--- config.mk ---
export PLATFORM = sky130hd
export DESIGN_NAME = reg_array6_streamer
export DESIGN_NICKNAME = d
export VERILOG_FILES = /design/src/rtl/reg_array6_streamer.sv
export SDC_FILE = /design/constraint.sdc
export NUM_CORES = 1
export LEC_CHECK = 0
export ABC_CLOCK_PERIOD_IN_PS = 4500
export BUFFER_PORTS_ARGS = -buffer_cell sky130_fd_sc_hd__buf_2
export CORE_MARGIN = 5
export CORE_UTILIZATION = 55
export DETAILED_ROUTE_END_ITERATION = 10
export GPL_TIMING_DRIVEN = 0
export PLACE_DENSITY_LB_ADDON = 0.12
export RECOVER_POWER = 50
export SETUP_SLACK_MARGIN = 0.02
export SYNTH_ARGS = -nofsm -noshare
export SYNTH_HDL_FRONTEND = slang
export SYNTH_SLANG_ARGS = --single-unit
--- constraint.sdc ---
create_clock -name clk -period 4.5 [get_ports clk]
set_clock_uncertainty 0.15 [all_clocks]
set_input_delay 0.45 -clock clk [delete_from_list [all_inputs] [get_ports clk]]
set_output_delay 0.45 -clock clk [all_outputs]
set_load 0.01 [all_outputs]
--- src/rtl/reg_array6_streamer.sv ---
// Streams a snapshot of a six-entry register bank (d1..d6) one word per
// valid/ready handshake, in ascending or descending index order.
module reg_array6_streamer #(
  parameter int WIDTH = 16,
  parameter int IDX_W = 4
) (
  input  logic             clk,
  input  logic             reset,
  input  logic             start,
  input  logic             dir,
  input  logic             abort,
  input  logic [WIDTH-1:0] d1,
  input  logic [WIDTH-1:0] d2,
  input  logic [WIDTH-1:0] d3,
  input  logic [WIDTH-1:0] d4,
  input  logic [WIDTH-1:0] d5,
  input  logic [WIDTH-1:0] d6,
  output logic [WIDTH-1:0] out_data,
  output logic [IDX_W-1:0] out_idx,
  output logic             out_valid,
  input  logic             out_ready,
  output logic             busy,
  output logic             done
);

  typedef enum logic [1:0] {
    IDLE   = 2'd0,
    STREAM = 2'd1,
    DONE   = 2'd2
  } state_t;

  localparam logic [IDX_W-1:0] LastIdx = IDX_W'(5);

  state_t           state_q, state_d;
  logic [WIDTH-1:0] shadow_q [6];
  logic [WIDTH-1:0] shadow_d [6];
  logic             dir_q, dir_d;
  logic [IDX_W-1:0] idx_q, idx_d;
  logic [WIDTH-1:0] data_q, data_d;
  logic             valid_q, busy_q, done_q;
  logic             capture;
  logic             lastWord;
  logic [IDX_W-1:0] nextIdx;
  logic [WIDTH-1:0] nextData;

  assign lastWord = dir_q ? (idx_q == '0) : (idx_q == LastIdx);
  assign nextIdx  = dir_q ? (idx_q - IDX_W'(1)) : (idx_q + IDX_W'(1));

  // Explicit mux keeps the out-of-range index codes from reaching the shadow array.
  always_comb begin
    nextData = '0;
    case (nextIdx)
      IDX_W'(0): nextData = shadow_q[0];
      IDX_W'(1): nextData = shadow_q[1];
      IDX_W'(2): nextData = shadow_q[2];
      IDX_W'(3): nextData = shadow_q[3];
      IDX_W'(4): nextData = shadow_q[4];
      IDX_W'(5): nextData = shadow_q[5];
      default:   nextData = '0;
    endcase
  end

  always_comb begin
    state_d = state_q;
    dir_d   = dir_q;
    idx_d   = idx_q;
    data_d  = data_q;
    capture = 1'b0;
    for (int i = 0; i < 6; i++) shadow_d[i] = shadow_q[i];

    case (state_q)
      IDLE: begin
        if (start && !abort) capture = 1'b1;
      end
      STREAM: begin
        if (abort) begin
          state_d = IDLE;
          idx_d   = '0;
        end else if (out_ready) begin
          if (lastWord) begin
            state_d = DONE;
          end else begin
            idx_d  = nextIdx;
            data_d = nextData;
          end
        end
      end
      DONE: begin
        if (abort) begin
          state_d = IDLE;
          idx_d   = '0;
        end else if (start) begin
          capture = 1'b1;
        end else begin
          state_d = IDLE;
        end
      end
      default: begin
        state_d = IDLE;
        idx_d   = '0;
      end
    endcase

    // The first word is taken straight from the inputs, since the shadow loads on the same edge.
    if (capture) begin
      shadow_d[0] = d1;
      shadow_d[1] = d2;
      shadow_d[2] = d3;
      shadow_d[3] = d4;
      shadow_d[4] = d5;
      shadow_d[5] = d6;
      dir_d       = dir;
      state_d     = STREAM;
      idx_d       = dir ? LastIdx : '0;
      data_d      = dir ? d6 : d1;
    end
  end

  always_ff @(posedge clk or posedge reset) begin
    if (reset) begin
      state_q <= IDLE;
      dir_q   <= 1'b0;
      idx_q   <= '0;
      data_q  <= '0;
      valid_q <= 1'b0;
      busy_q  <= 1'b0;
      done_q  <= 1'b0;
      for (int i = 0; i < 6; i++) shadow_q[i] <= '0;
    end else begin
      state_q <= state_d;
      dir_q   <= dir_d;
      idx_q   <= idx_d;
      data_q  <= data_d;
      valid_q <= (state_d == STREAM);
      busy_q  <= (state_d == STREAM);
      done_q  <= (state_d == DONE);
      for (int i = 0; i < 6; i++) shadow_q[i] <= shadow_d[i];
    end
  end

  assign out_data  = data_q;
  assign out_idx   = idx_q;
  assign out_valid = valid_q;
  assign busy      = busy_q;
  assign done      = done_q;

endmodule

==> results of run 1 <==
[where the power goes]
part	leakage [nW]	internal [mW]	switching, mW
registers	1.42	1.38	0.180
logic	1.60	0.691	0.779
clock network	0.280	0.799	0.464
total	3.31	2.87	1.42
[cell usage after synthesis]
cell | count | share of area (%)
a211oi_1 | 1 | 0.13
a21o_1 | 3 | 0.39
a21oi_1 | 16 | 1.4
a21oi_2 | 2 | 0.30
a221oi_1 | 2 | 0.30
a221oi_2 | 15 | 3.9
a222oi_1 | 11 | 1.9
a22oi_1 | 7 | 0.91
and2_1 | 1 | 0.11
and2b_1 | 1 | 0.13
and3b_1 | 1 | 0.15
buf_2 | 23 | 2.0
buf_4 | 4 | 0.52
buf_6 | 4 | 0.78
clkbuf_1 | 4 | 0.26
dfrtp_1 | 121 | 52
fa_1 | 1 | 0.35
ha_1 | 6 | 1.3
inv_1 | 7 | 0.45
mux2_2 | 98 | 19
mux2i_1 | 36 | 6.2
nand2_1 | 7 | 0.45
nand3_1 | 12 | 1.0
nand3_2 | 1 | 0.17
nor2_1 | 20 | 1.3
nor2b_1 | 1 | 0.11
nor3b_1 | 1 | 0.13
o211ai_1 | 2 | 0.26
o21ai_0 | 2 | 0.17
o21ai_1 | 1 | 0.086
o221ai_1 | 15 | 2.3
or2_1 | 4 | 0.43
or3_1 | 1 | 0.11
xnor2_1 | 1 | 0.15
xnor3_2 | 1 | 0.41
xor2_2 | 1 | 0.28
[final timing paths]
| kind | start | endpoint | cells past startpoint |
|---|---|---|---|
| max | dir_q | out_data[12] | 9 |
| min | d3[2] | shadow_q[50] | 2 |
| max reg2reg | dir_q | out_data[12] | 9 |
| min reg2reg | shadow_q[63] | shadow_q[63] | 1 |
| max in group asynchronous | reset | shadow_q[32] | 3 |
| min in group asynchronous | reset | shadow_q[60] | 3 |
[area by class of cell]
| type | count | share of cell area (%) |
|---|---|---|
| multi-input cells | 271 | 35.2 |
| inverters | 7 | 0.381 |
| flip-flops and latches | 121 | 41.9 |
| plain buffers | 35 | 2.79 |
| repair buffers | 130 | 9.60 |
| clock inverters | 8 | 0.936 |
| clock buffers | 24 | 6.79 |
| well taps | 136 | 2.36 |
[metrics by stage]
stage	instances	setup WS [ns]	total power [mW]	setup TNS [ns]
6_report	732	1.68	4.30	0
4_1_cts	731	1.71	4.31	0
2_1_floorplan	434	0.686	2.56	0
3_3_place_gp	693	-0.664	2.98	-79.77
5_1_grt	732	1.33	4.51	0
3_5_place_dp	694	1.78	3.03	0
[cell families after synthesis]
logic type | Yosys count | share of synthesized area, %
and+or+nand+nor | 50 | 4.12
DFF | 121 | 52.2
muxes | 134 | 25.2
buffers and inverters | 42 | 3.99
adders and majority gates | 7 | 1.64
AOI/OAI and AO/OA | 77 | 12.0
xor gates and xnor gates | 3 | 0.841
[timing repair]
item / 4_1_cts / 5_1_grt
setup buffers: 0 / 0
hold buffers: 5 / 1
hold endpoints to repair: 64 / 1
[sequential cells by signal, indices dropped and copies added, names as in the netlist]
signal and count:
shadow_q 96, out_data 16, out_idx 4, state_q 2, busy 1, dir_q 1
done 1
[cells in the final DEF (no fill, tap or decap), types with 2 or more instances in the layout]
cell type / count
nor2_1: 20
o221ai_1: 15
a21oi_1: 16
a222oi_1: 11
mux2_2: 98
clkbuf_1: 15
buf_4: 3
dfrtp_1: 121
nand2_1: 7
clkbuf_16: 16
inv_1: 6
a21oi_2: 2
dlygate4sd3_1: 6
a221oi_1: 2
a21o_1: 3
ha_1: 6
buf_6: 4
nand3_1: 12
a221oi_2: 15
a22oi_1: 7
or2_1: 4
clkinv_2: 6
o21ai_0: 2
clkbuf_8: 6
o211ai_1: 2
buf_2: 138
mux2i_1: 36
[metal layers]
layer	global-route usage (%)	vias to the layer above	share of wire (%)
met5	0	-	0
met4	8.09	0	1.3
met3	6.58	18	6.6
met2	41.7	141	50
met1	31.8	2130	42
li1	-	1926	-
==> run metrics, run 1 <==
RSZ-0062 raised after global routing false; max-cap viol count 1; CTS root buf clkbuf_8; via/cell ratio approximately 5.8; number of global-route vias before repair between 4000 and 5000; Pins Over Slew Limit 61; delay-heaviest family, CP compound AO/OA/AOI/OAI gates; Arr. time, crit path just over 3 ns; area delta synth->final 24.5%; routed wire length about 15 mm; max_slew headroom -86.4%; total clock sinks 121; violated checks capacitance limit, slew limit; Reg2Reg Setup Slack 1.68 ns; initial antenna violation count 0; Ys Warns 0; diode count 0; unique cell type count in the Yosys netlist 36; Finished Core Util between 60% and 70%; CP cell instances ha_1, inv_1, ha_1, clkbuf_1, buf_2, a222oi_1, o221ai_1, a21oi_1, a221oi_2; most frequent CP cell ha_1; final net count 692; clk slew on worst S/H paths approximately 0.060 ns; register area share after synthesis between 50% and 60%; dpl hpwl 11.1 mm; H-tree Lvls 4; largest net degree at the start of global routing 62; final routed DRC violation total 0; Initial DRC Count 271; Syn Nets about 540; share of cells above drive strength 1 between 40% and 50%; effective utilization at floorplan a little under three fifths; TritonCTS clock tree done; Final Setup Violations 0; CP Capture Type flip-flop; area of the multi-input gates roughly 2500 um2; Lkg Pwr 3.31 nW; Die X around 110 um; post-route ant nets 0; row cnt 37; clock latency on the worst-skew pair about 0.51 ns; Global Route Usage Sum approximately a quarter; IO Port Bufs 123; 1st-pass router iterations 5; core area 10300 um2; Syn Inst Count roughly 430; Cell Pwr Density around 600 nW/um2; Hold Path Class in2reg; status complete, but fails checks; GPL Wtd Cong 0.842; worst IR drop on VDD 0.324 mV; Final Hold Viols 0; Filler Cells Inserted 772; I/O pins about 130; WHS 0.0200 ns; synthesized area about 5800 um2; Vias roughly 4200; WL/cell about 21 um; CP required 4.73 ns; first-pass GRT wire length 24.5 mm; Final min period around 2.8 ns; die area around 13000 um2; Max Fclk ~350 MHz; period utilization about 63%; Buf/Inv on CP 3; register area slightly above 3000 um2; CP max-delay cell a222oi_1; Layout Cell Area excl Fill 7220 um2; GRT overflow 0; TritonCTS Buffers 17; post-cts resize count 0; critical path type reg2reg; Die Y roughly 110 um; CP Launch Type flip-flop; max incr delay on CP 0.53 ns; Longest Clk Path Bufs 2; worst slew pin tran ~2.8 ns; Mean Syn Cell Area between 10 and 15 um2; Post-DP Area approximately 6600 um2; Max Fanout on Critical Path 10; #FFs+latches synth about 120
Note: power is estimated with default switching activity, not from simulation.
==> run 2, diff against run 1 <==
Settings changed: ABC_CLOCK_PERIOD_IN_PS 4500 to 2300, CORE_UTILIZATION 55 to 49.
Clock period 4.5 ns to 2.3 ns, I/O delays scaled along.
==> run 2 against run 1 <==
- the flow finishes with violations (setup timing)
- final area grew 19%
- setup slack worse by 1.9 ns
- core utilization grew 4.7 points
- clock-buffer cell count is 7 lower
- combinational power rose to 2.5 times the previous value
- clock power increased by 130%
- flip-flop and latch count stayed put
- cell count grew 14%
- via count rose by 10%
- register-to-register slack lost 1.9 ns
- power increased by 130%
- maximum frequency increased by 13%
==> run metrics, run 2 (same netlist as run 1, synthesis figures left out) <==
I/O pins 125; initial antenna violation count 0; clk slew on worst S/H paths 0.06 ns; Arr. time, crit path 2.64 ns; Most flops, register shadow_q; H-tree Lvls 4; worst IR drop on VDD a little under 0.7 mV; Cell Pwr Density ~1100 nW/um2; total clock sinks 121; status complete, but fails checks; CP max-delay cell a222oi_1; setup slack after layout -0.206 ns; first-pass GRT wire length 27.8 mm; CP cell instances ha_4, inv_4, ha_4, buf_8, a222oi_1, o221ai_2, a21oi_2, a221oi_2; Max Fclk 399 MHz; diode count 0; 1st-pass router iterations 5; Longest Clk Path Bufs 2; largest net degree at the start of global routing 42; max incr delay on CP 0.63 ns; final std cells w/o fill around 840; Pins Over Slew Limit 0; final routed DRC violation total 0; max_slew headroom 40.7%; max-cap viol count 0; Filler Cells Inserted about 740; effective utilization at floorplan between 50 and 60%; cell count after placement ~700; area delta synth->final 48.2%; Sequential Power Share between 30% and 40%; GPL Wtd Cong approximately 0.85; RSZ-0062 raised after global routing true; Final Setup Violations 16; critical path type reg2reg; Global Route Usage Sum around 25%; Gate power share 37.8%; Clock power frac between 30% and 40%; CTS root buf clkbuf_16; switching pwr 3.23 mW; Final Hold Viols 0; most common cell after layout, fill and taps aside buf_2; row cnt 39; Final min period approximately 2.5 ns; WL/cell between 20 and 25 um; clock latency on the worst-skew pair around 0.42 ns; via/cell ratio roughly 5.6; switching share of power around 33%; violated checks setup timing; final net count approximately 790; CP Capture Type flip-flop; share of cells above drive strength 1 a little under half; max reg flops between 90 and 100; routed wire length 17.2 mm; worst slew pin tran 0.884 ns; Max Fanout on Critical Path 8; TritonCTS clock tree done; Vias 4657; TritonCTS Buffers 17; core area approximately 12000 um2; most frequent CP cell ha_4; Hold Path Class in2reg; number of global-route vias before repair 5012; Lkg Pwr ~3.8 nW; CP required around 2.4 ns; die area between 10000 and 15000 um2; Initial DRC Count between 200 and 300; post-route ant nets 0; dpl hpwl roughly 11 mm; commonest cells after routing, fill and taps aside 123 x buf_2, 118 x dfrtp_1, 98 x mux2_2; Finished Core Util between 70% and 80%; CP Launch Type flip-flop; IO Port Bufs about 120; Die Y around 120 um; Die X ~120 um; period utilization 109%; Int Pwr between 6 and 7 mW; WHS around 0.04 ns; GRT overflow 0
## run 2: power groups by stage
stage | registers [mW] | clock network, mW | logic, mW
4_1_cts | 3.08 | 3.00 | 3.48
3_3_place_gp | 3.06 | 0 | 2.79
6_report | 3.12 | 2.96 | 3.70
5_1_grt | 3.19 | 3.12 | 3.95
3_5_place_dp | 3.09 | 0 | 2.85
2_1_floorplan | 3.05 | 0 | 1.97
## run 2: critical path, delay by kind of cell, from the launching register on
family,cells,cell delay (ns)
DFF,1,0.46
buffers and inverters,2,0.18
adders and majority gates,2,0.50
AOI/OAI and AO/OA,4,1.07
## run 2: cell type report
| type | count | area, um2 | share of cell area (%) |
|---|---|---|---|
| flip-flops and latches | 121 | 3030 | 35.3 |
| multi-input cells | 271 | 2760 | 32.1 |
| repair buffers | 232 | 1690 | 19.7 |
| clock buffers | 17 | 425 | 4.95 |
| clock inverters | 15 | 238 | 2.77 |
| plain buffers | 32 | 236 | 2.75 |
| well taps | 143 | 179 | 2.08 |
| inverters | 7 | 30.0 | 0.349 |
## run 2: through the flow
step	TNS [ns]	area (um2)	worst slack, ns	total power, mW
after global routing	-11.18	8590	-0.255	10.3
after CTS	-1.07	8500	-0.117	9.56
after detailed placement	-4.26	6660	-0.380	5.95
final	-2.01	8590	-0.206	9.79
after floorplan	0	5800	0.0724	5.02
after global placement	-46.50	6600	-0.360	5.85
## run 2: repair_timing
action,4_1_cts,5_1_grt
endpoints found under the hold margin,114,0
buffers inserted,6,3
gates cloned,2,0
endpoints found under the setup margin,16,17
pin swaps,18,18
gates resized for setup,37,30
hold buffers,97,0
## run 2: worst paths after layout
path / from / end / slack [ns] / cells past startpoint
setup / recovery: dir_q / out_data[9] / -0.21 / 8
hold / removal: abort / out_idx[3] / 0.04 / 4
setup reg to reg: dir_q / out_data[9] / -0.21 / 8
hold reg to reg: shadow_q[93] / shadow_q[93] / 0.36 / 1
max in group asynchronous: reset / shadow_q[57] / 0.19 / 5
min in group asynchronous: reset / out_idx[0] / 0.33 / 3
## run 2: metal layers
layer / up-vias / track usage (%) / share of wire [%]
met4: 0 / 9.63 / 2.3
li1: 2152 / - / -
met3: 33 / 6.59 / 6.2
met2: 164 / 39.6 / 48
met1: 2308 / 34.2 / 43
met5: - / 0 / 0
==> run 3, diff against run 2 <==
Settings changed: ABC_AREA from default to 1, CORE_UTILIZATION 49 to 50.
==> run 3 against run 2 <==
- the flow now finishes without violations
- highest routed layer unchanged
- final area grew 2.3%
- power shrank 8.1%
- clock power shrank 7.8%
- setup slack gained 0.25 ns
- global-route usage grew 4.0 points
- largest cell class unchanged
- routed wire length grew 24%
- critical path type unchanged
- critical path depth grew 5
- register-to-register slack gained 0.25 ns
- synthesized cell count grew 87%
- cell count grew 46%
- die area grew 3.0%
- first-iteration DRC count grew to 3.0 times the previous value
==> run metrics, run 3 <==
status completed; die area between 10000 and 15000 um2; first-pass GRT wire length 32.5 mm; 1st-pass router iterations 5; reg-to-reg startpoint dir_q; Yosys top cell area share between 40% and 50%; Lkg Pwr 4.58 nW; CP cell instances ha_4, or2_0, nand2_1, nand2_2, nand2_4, buf_12, buf_8, nand4_1, nand2_1, nor2_1, nand2_1, nand2_1, a21oi_2; Mean Syn Cell Area 7.54 um2; commonest cells after routing, fill and taps aside 364 x nand2_1, 118 x buf_2, 117 x dfrtp_1; capturing point of the worst reg2reg path out_data[6]; Max Fanout on Critical Path 10; CTS root buf clkbuf_16; most common cell after layout, fill and taps aside nand2_1; cell count after placement around 1100; Finished Core Util around three quarters; Post-synth EDFFs 0; CP max-delay cell dfrtp_2; final net count between 1000 and 1500; Ys Warns 0; core area around 12000 um2; critical path type reg2reg; Pins Over Slew Limit 0; Gate power share between 30% and 40%; Syn Inst Count 810; Die X 121 um; Initial DRC Count around 750; routed wire length ~21 mm; Synth top cells by count 372 x nand2_1, 121 x dfrtp_1, 81 x nand4_1; clk slew on worst S/H paths ~0.050 ns; TritonCTS Buffers 17; CP Capture Type flip-flop; I/O pins about 130; dpl hpwl 13.8 mm; Arr. time, crit path ~2.5 ns; Worst Hold Depth 3; initial antenna violation count 0; via/cell ratio approximately 5.4; Global Route Usage Sum between 20 and 30%; Syn Nets ~920; Die Y 121 um; #FFs+latches synth between 100 and 150; Reg2Reg Depth 13; period utilization about 98%; Reg2Reg Setup Slack 0.04 ns; register area share after synthesis between 40% and 50%; total clock sinks 121; Hold EP done; RSZ-0062 raised after global routing true; effective utilization at floorplan between 50% and 60%; row cnt 40; Final Hold Viols 0; max-cap viol count 0; CP Launch Type flip-flop; max_slew headroom between 30% and 40%; synthesized area between 6000 and 7000 um2; Clock power frac 30.4%; max reg flops 96; worst hold start out_ready; switching share of power between 30% and 40%; final routed DRC violation total 0; area delta synth->final 43.9%; Cell Pwr Density between 1000 and 1500 nW/um2; switching pwr 3.30 mW; number of global-route vias before repair 6270; unique cell type count in the Yosys netlist 26; worst slew pin tran approximately 1 ns; worst IR drop on VDD about 0.8 mV; Most flops, register shadow_q; cell taking the most area after synthesis dfrtp_1; setup_tns 0 ns; Longest Clk Path Bufs 2; Max Fclk ~440 MHz; count leader, synth nand2_1; most frequent CP cell nand2_1; Final Setup Violations 0; share of cells above drive strength 1 between 20% and 30%; Synth Flop Type dfrtp_1; WL/cell ~17 um; asr flop ratio synth 100%; diode count 0; Int Pwr around 5.7 mW; H-tree Lvls 4; Sequential Power Share between 30% and 40%; max incr delay on CP 0.48 ns; final std cells w/o fill approximately 1200; GRT overflow 0; CP required ~2.5 ns; TritonCTS clock tree done; largest net degree at the start of global routing 42; GPL Wtd Cong between 0.8 and 0.9; Hold Path Class in2reg; Final min period roughly 2.3 ns; IO Port Bufs around 120; Total Power between 8 and 9 mW; Synth area leaders dfrtp_1 50%, nand2_1 23%, nand4_1 8.3%, nor2_1 4.3%, o21ai_0 3.0%; Vias 6538; clock latency on the worst-skew pair roughly 0.42 ns; post-route ant nets 0
[run 3: cell count changes in the layout (fill, tap and decap cells not counted), sizes merged, moves of 16 or more]
| cell | previous run | this run |
|---|---|---|
| nor2 | 20 | 70 |
| inv | 10 | 32 |
| nand2 | 7 | 375 |
| clkbuf | 40 | 56 |
| mux2 | 98 | 0 |
| a221oi | 17 | 0 |
| o21ai | 3 | 38 |
| mux2i | 36 | 0 |
| nand4 | 0 | 81 |
[run 3: cell type report]
| type | instances | area, um2 |
|---|---|---|
| fillers | 915 | 3220 |
| clock buffers | 20 | 457 |
| multi-input cells | 603 | 2790 |
| plain buffers | 52 | 352 |
| repair buffers | 234 | 1710 |
| clock inverters | 12 | 148 |
| inverters | 32 | 124 |
| flip-flops and latches | 121 | 3030 |
| well taps | 147 | 184 |
[run 3: how the worst max path moves through the flow]
stage,startpoint,endpoint,slack (ns),depth (start not counted)
6_report,dir_q,out_data[6],0.04,13
3_3_place_gp,out_idx[0],out_data[5],-0.42,9
5_1_grt,dir_q,out_data[6],-0.05,13
4_1_cts,out_idx[1],out_data[4],0.02,11
3_5_place_dp,out_idx[0],out_data[4],-0.48,9
2_1_floorplan,out_idx[0],out_data[0],0.08,9
[run 3: power by group through the flow]
stage,sequential (mW),combinational (mW),clock [mW]
global route,3.01,3.55,2.83
detailed placement,2.98,2.64,0
finish,2.97,3.29,2.73
floorplan,2.95,1.75,0
CTS,2.95,3.07,2.73
global placement,2.97,2.59,0
[run 3: worst max-delay path: cells and delay by family (launching register included)]
family / cells / cell delay (ns)
AOI/OAI and AO/OA: 1 / 0.14
adders and majority gates: 1 / 0.27
buffers and inverters: 2 / 0.26
DFF: 1 / 0.48
and+or+nand+nor: 9 / 0.88
[run 3: kinds of logic after synthesis]
logic type,count (synthesis),share of synthesized area (%)
compound gates,57,4.77
xor+xnor,1,0.266
fa+ha+maj,7,1.56
buf+inv,86,6.74
flops,121,49.6
simple gates,538,37.1
[run 3: layer usage]
metal | track usage [%] | part of all wire (%)
met5 | 0 | 0
met4 | 12.4 | 3.3
met3 | 6.13 | 7.9
met2 | 46.6 | 48
met1 | 39.1 | 41
[run 3: what timing repair did]
action	4_1_cts	5_1_grt
hold buffers	97	0
resized for setup	32	36
cloned	0	1
pin swaps	5	15
endpoints found under the setup margin	17	34
hold endpoints to repair	176	0
setup buffers	5	4
[run 3: per-stage QoR]
step                      cell area (um2)  setup WS, ns  hold slack [ns]
after floorplan                      6110        0.0816            0.190
after global placement               6920        -0.422            0.274
after detailed placement             6980        -0.478           0.0491
after CTS                            8700        0.0217          0.00335
after global routing                 8790       -0.0493           0.0280
final                                8790        0.0398           0.0149
